--- config.mk ---
export PLATFORM = sky130hd
export DESIGN_NAME = s_axil_regfile
export DESIGN_NICKNAME = d
export VERILOG_FILES = /design/src/rtl/s_axil_regfile.sv
export SDC_FILE = /design/constraint.sdc
export NUM_CORES = 1
export LEC_CHECK = 0
export ABC_AREA = 1
export BUFFER_PORTS_ARGS = -buffer_cell sky130_fd_sc_hd__buf_4
export CAP_MARGIN = 10
export CORE_AREA = 2 2 449 451
export CTS_CLUSTER_DIAMETER = 80
export CTS_CLUSTER_SIZE = 8
export DETAILED_ROUTE_END_ITERATION = 8
export DIE_AREA = 0 0 451 453
export SLEW_MARGIN = 20
export SYNTH_ARGS = -nofsm -noshare
export SYNTH_HDL_FRONTEND = slang
export SYNTH_SLANG_ARGS = --single-unit
--- constraint.sdc ---
create_clock -name ACLK -period 3.43 [get_ports ACLK]
set_input_delay 0.686 -clock ACLK [delete_from_list [all_inputs] [get_ports ACLK]]
set_output_delay 0.686 -clock ACLK [all_outputs]
set_load 0.1 [all_outputs]
--- src/rtl/s_axil_regfile.sv ---
// rtl/s_axil_regfile.sv - AXI4-Lite slave register file with byte-strobe writes and read-only status registers.
// Optional S_AXIL_REGFILE_SLVERR_EN: answer illegal accesses with SLVERR instead of OKAY.
module s_axil_regfile #(
  parameter int                  ADDR_WIDTH = 8,
  parameter int                  DATA_WIDTH = 32,
  parameter int                  NUM_REGS   = 16,
  parameter logic [NUM_REGS-1:0] RO_MASK    = '0
) (
  input  logic                           ACLK,
  input  logic                           ARESETN,
  input  logic [ADDR_WIDTH-1:0]          AWADDR,
  input  logic                           AWVALID,
  output logic                           AWREADY,
  input  logic [DATA_WIDTH-1:0]          WDATA,
  input  logic [DATA_WIDTH/8-1:0]        WSTRB,
  input  logic                           WVALID,
  output logic                           WREADY,
  output logic [1:0]                     BRESP,
  output logic                           BVALID,
  input  logic                           BREADY,
  input  logic [ADDR_WIDTH-1:0]          ARADDR,
  input  logic                           ARVALID,
  output logic                           ARREADY,
  output logic [DATA_WIDTH-1:0]          RDATA,
  output logic [1:0]                     RRESP,
  output logic                           RVALID,
  input  logic                           RREADY,
  output logic [NUM_REGS*DATA_WIDTH-1:0] reg_out,
  input  logic [NUM_REGS*DATA_WIDTH-1:0] reg_in,
  output logic [NUM_REGS-1:0]            wr_pulse
);

  localparam int STRB_W = DATA_WIDTH / 8;
  localparam int OFFS   = $clog2(STRB_W);
  localparam int IDX_W  = ADDR_WIDTH - OFFS;
  localparam logic [1:0] RESP_OKAY = 2'b00;
`ifdef S_AXIL_REGFILE_SLVERR_EN
  localparam logic [1:0] RESP_ERR = 2'b10;
`else
  localparam logic [1:0] RESP_ERR = 2'b00;
`endif

  logic                  aw_full;
  logic                  w_full;
  logic [IDX_W-1:0]      aw_idx;
  logic [DATA_WIDTH-1:0] w_data;
  logic [STRB_W-1:0]     w_strb;
  logic [DATA_WIDTH-1:0] regs [NUM_REGS];

  logic                  commit;
  logic                  ar_hs;
  logic [IDX_W-1:0]      ar_idx;
  logic                  w_legal;
  logic                  r_hit;
  logic [DATA_WIDTH-1:0] r_value;
  logic [NUM_REGS-1:0]   wr_sel;
  logic                  unused;

  assign AWREADY = !aw_full;
  assign WREADY  = !w_full;
  assign ARREADY = !RVALID || RREADY;
  assign commit  = aw_full && w_full && (!BVALID || BREADY);
  assign ar_hs   = ARVALID && ARREADY;
  assign ar_idx  = ARADDR[ADDR_WIDTH-1:OFFS];
  assign unused  = &{1'b0, AWADDR[OFFS-1:0], ARADDR[OFFS-1:0]};

  // Decoding by equality against each register index keeps out-of-range
  // addresses from ever selecting anything, so no separate bound check is needed.
  always_comb begin
    w_legal = 1'b0;
    r_hit   = 1'b0;
    r_value = '0;
    wr_sel  = '0;
    for (int i = 0; i < NUM_REGS; i++) begin
      if (aw_idx == IDX_W'(i) && !RO_MASK[i]) begin
        w_legal   = 1'b1;
        wr_sel[i] = commit;
      end
      if (ar_idx == IDX_W'(i)) begin
        r_hit   = 1'b1;
        r_value = RO_MASK[i] ? reg_in[i*DATA_WIDTH +: DATA_WIDTH] : regs[i];
      end
    end
  end

  always_ff @(posedge ACLK or negedge ARESETN) begin
    if (!ARESETN) begin
      aw_full <= 1'b0;
      w_full  <= 1'b0;
      aw_idx  <= '0;
      w_data  <= '0;
      w_strb  <= '0;
    end else begin
      if (commit) begin
        aw_full <= 1'b0;
        w_full  <= 1'b0;
      end
      if (AWVALID && AWREADY) begin
        aw_full <= 1'b1;
        aw_idx  <= AWADDR[ADDR_WIDTH-1:OFFS];
      end
      if (WVALID && WREADY) begin
        w_full <= 1'b1;
        w_data <= WDATA;
        w_strb <= WSTRB;
      end
    end
  end

  always_ff @(posedge ACLK or negedge ARESETN) begin
    if (!ARESETN) begin
      for (int i = 0; i < NUM_REGS; i++) regs[i] <= '0;
      wr_pulse <= '0;
    end else begin
      wr_pulse <= wr_sel;
      for (int i = 0; i < NUM_REGS; i++) begin
        for (int b = 0; b < STRB_W; b++) begin
          if (wr_sel[i] && w_strb[b]) regs[i][b*8 +: 8] <= w_data[b*8 +: 8];
        end
      end
    end
  end

  always_ff @(posedge ACLK or negedge ARESETN) begin
    if (!ARESETN) begin
      BVALID <= 1'b0;
      BRESP  <= RESP_OKAY;
      RVALID <= 1'b0;
      RRESP  <= RESP_OKAY;
      RDATA  <= '0;
    end else begin
      if (commit) begin
        BVALID <= 1'b1;
        BRESP  <= w_legal ? RESP_OKAY : RESP_ERR;
      end else if (BREADY) begin
        BVALID <= 1'b0;
      end
      if (ar_hs) begin
        RVALID <= 1'b1;
        RDATA  <= r_value;
        RRESP  <= r_hit ? RESP_OKAY : RESP_ERR;
      end else if (RREADY) begin
        RVALID <= 1'b0;
      end
    end
  end

  for (genvar g = 0; g < NUM_REGS; g++) begin : g_out
    assign reg_out[g*DATA_WIDTH +: DATA_WIDTH] = regs[g];
  end

endmodule

==> flow_summary_export.csv <==
group,metric,value,unit
final_layout,drive_gt1_share,26.4,%
place,dp_hpwl,130000,um
yosys,syn_area_per_cell,8.42,um^2
final_layout,fin_util,19.0,%
timing,hold_viol_final,0,
die,die_w,451,um
yosys,yosysMostFrequentCell,"nand2_1",
yosys,synth_cell_type_count,29,
critical_path,crit_path_frequent_cell,"nor2_1",
critical_path,r2r-end,"RDATA[2]",
clocking,cts_root_buf,"clkbuf_16",
yosys,synth_top_area_share,58.7,%
die,ioPinCount,1140,
yosys,syn_area,25800,um^2
critical_path,worstReg2RegStart,"reg_out[66]",
yosys,syn_inst,3066,
timing,setup_viol,0,
final_layout,syn2layout_area_growth,46.4,%
place,io_buffers,619,
routing,drc,0,
critical_path,slowest_stage,"nor2_1",
critical_path,crit_fanout,8,
die,die_y,453,um
global_routing,grt_pass1_vias,23972,
timing,max_slew_margin,15.5,%
timing,worst_pin_slew,1.27,ns
clocking,cts_num_sinks,606,
critical_path,cp.arrival,3.48,ns
final_layout,nNetsFinal,4391,
global_routing,grt_max_degree,120,
timing,post-route-min-period,2.93,ns
power,p_per_area,1210,nW/um^2
place,gp_congestion,0.923,
yosys,synth_area_leader_cell,"dfrtp_1",
yosys,synth-main-ff-cell,"dfrtp_1",
routing,dr.pass1.iters,6,
timing,fmax,0.341,GHz
worst_hold_path,hp-start,"AWADDR[6]",
critical_path,path_cells,"buf_4 > nor2_1 > inv_2 > nor2_4 > buf_12 > buf_4 > nand2_1 > nand3_1 > buf_12 > nor2_1 > nand4_1 > buf_12 > nor2_1 > nand4_1 > nor2_1 > buf_4 > nand4_1 > nand2_1 > nand2_1",
routing,drt-vias-per-instance,3.88,
critical_path,slowest_delay,0.33,ns
critical_path,critPathCaptureType,"register",
timing,fin_skew,0.0984,ns
critical_path,worstPathRequired,3.98,ns
power,leakagePower,17.8,nW
global_routing,grt_pass1_wl,211000,um
clocking,clk_path_buf_depth,3,
critical_path,ff2ff_path_depth,13,
clocking,cts_tree,"done",
yosys,synth_warnings,0,
routing,final_antenna_net_count,0,
critical_path,r2r_slack,0.74,ns
flow_run,drv_cap,0,
final_layout,fin_cells,6511,
yosys,synth_seq_cells,606,
yosys,synth_common_cells,"nand2_1, dfrtp_1, o21ai_0",
timing,rsz0062_at_grt,"false",
power,ir_drop,1.12,mV
die,start_util,13.0,%
worst_hold_path,holdCritPathClass,"in -> reg",
routing,drtIter0Drc,2198,
yosys,ys_async_sr_fraction,100,%
worst_hold_path,holdPathEnd,"aw_idx[4]",
yosys,synth-edff-count,0,
worst_hold_path,hold_depth,2,
clocking,clkLatencyLatePin,0.74,ns
timing,drv_slew,0,
clocking,cts_buffers,92,
timing,min_period_over_period,85.4,%
critical_path,worstSetupPathType,"in -> reg",
global_routing,grtUsageTotal,15.1,%
routing,routed_wl,160000,um
critical_path,start_kind,"primary input",
place,dp.cells,6381,
die,core,199000,um^2
global_routing,antenna_found_initial,25,
routing,wire_per_inst,24.6,um
die,rows,164,
routing,vias,25284,
yosys,synth_area_leaders,"dfrtp_1, nand2_1, o21ai_0, inv_1, nor2_1",
clocking,clk_pin_slew,0.05,ns
die,dieArea,204000,um^2
status,outcome,"complete, no violations",
yosys,yosysSeqAreaShare,58.7,%
clocking,htree_levels,3,
global_routing,grt-ovfl-total,0,
-- stage by stage --
stage / setup WS [ns] / area, um^2 / setup TNS (ns) / power [mW] / hold slack (ns)
6_report: 0.501 / 37800 / 0 / 45.7 / 0.199
5_1_grt: 0.460 / 37800 / 0 / 47.3 / 0.157
4_1_cts: 0.561 / 37800 / 0 / 46.1 / 0.125
3_5_place_dp: -0.151 / 35100 / -0.151 / 37.4 / 0.467
3_3_place_gp: -0.0990 / 35100 / -0.0990 / 37.1 / 0.465
2_1_floorplan: 0.650 / 25800 / 0 / 29.2 / 0.390
-- worst max path at each step --
stage | from | to | slack (ns) | depth (start not counted)
floorplan | RVALID | RDATA[23] | 0.65 | 8
global placement | ARADDR[4] | RDATA[2] | -0.1 | 19
detailed placement | ARADDR[4] | RDATA[2] | -0.15 | 19
CTS | ARADDR[4] | RDATA[2] | 0.56 | 19
global route | ARADDR[4] | RDATA[2] | 0.46 | 19
finish | ARADDR[4] | RDATA[2] | 0.50 | 19
-- kinds of logic (layout without fill, tap and decap cells) --
family,Yosys count,count (layout),share of synthesized area (%)
DFF,606,606,58.7
AOI/OAI and AO/OA,626,626,12.1
buffers and inverters,358,1129,5.46
other,1,19,0.0145
muxes,6,6,0.262
and+or+nand+nor,1469,1469,23.4
-- per-layer routing --
metal / wire [um] / global-route usage (%)
met3: 15300 / 4.80
met2: 65100 / 21.4
met1: 72100 / 21.1
met4: 7430 / 6.17
met5: 9 / 0
-- registers in the layout (all words and copies together) (netlist names) --
signal,count
aw_full,1
RDATA,32
w_full,1
aw_idx,6
BVALID,1
RVALID,1
wr_pulse,16
w_strb,4
reg_out,512
w_data,32
-- power breakdown --
| part | internal (mW) | leakage, nW | switching (mW) |
|---|---|---|---|
| logic | 3.86 | 8.29 | 21.4 |
| registers | 9.51 | 8.22 | 2.40 |
| clock network | 4.95 | 1.28 | 3.59 |
| total | 18.3 | 17.8 | 27.4 |
-- area by class of cell --
class	instances	area [um^2]
Clock buffer	96	2350
Timing Repair Buffer	832	6670
Clock inverter	18	292
Sequential cell	606	15200
Tap cell	2656	3320
Inverter	183	687
Antenna cell	15	37.5
Fill cell	22137	161000
Multi-Input combinational cell	2105	9290
-- repair_timing --
| action | in CTS | in global routing |
|---|---|---|
| buffers inserted | 0 | 0 |
| hold buffers | 1 | 0 |
| resized for setup | 0 | 0 |
| hold endpoints to repair | 31 | 0 |
-- worst max-delay path, delay by kind of cell --
family | cells | cell delay [ns]
AND/OR/NAND/NOR | 12 | 1.61
buffers and inverters | 7 | 1.13
-- cell usage in the layout, fill, tap and decap left out, types with 2 or more instances in the layout --
| master | Yosys | final |
|---|---|---|
| nand2_1 | 1091 | 1089 |
| buf_4 | 4 | 797 |
| dfrtp_1 | 606 | 606 |
| o21ai_0 | 542 | 542 |
| inv_1 | 177 | 175 |
| nor2_1 | 172 | 167 |
| nand4_1 | 101 | 101 |
| clkbuf_16 | 0 | 92 |
| a21oi_1 | 72 | 72 |
| nand3_1 | 47 | 47 |
| buf_12 | 0 | 33 |
| nor2_2 | 17 | 19 |
| or2_2 | 19 | 19 |
| diode_2 | 0 | 15 |
| o21ai_1 | 12 | 12 |
| nor2_4 | 5 | 8 |
| inv_2 | 6 | 6 |
| mux2_2 | 6 | 6 |
| nand2_2 | 3 | 5 |
| clkinv_16 | 0 | 5 |
| clkinv_4 | 0 | 5 |
| or2_1 | 4 | 4 |
| conb_1 | 1 | 4 |
| clkinv_2 | 0 | 4 |
| or2_0 | 3 | 3 |
| clkbuf_8 | 0 | 3 |
| clkinv_1 | 0 | 2 |
| nor2_8 | 2 | 2 |
| inv_16 | 0 | 2 |
Power figures use the tool's default switching activity.
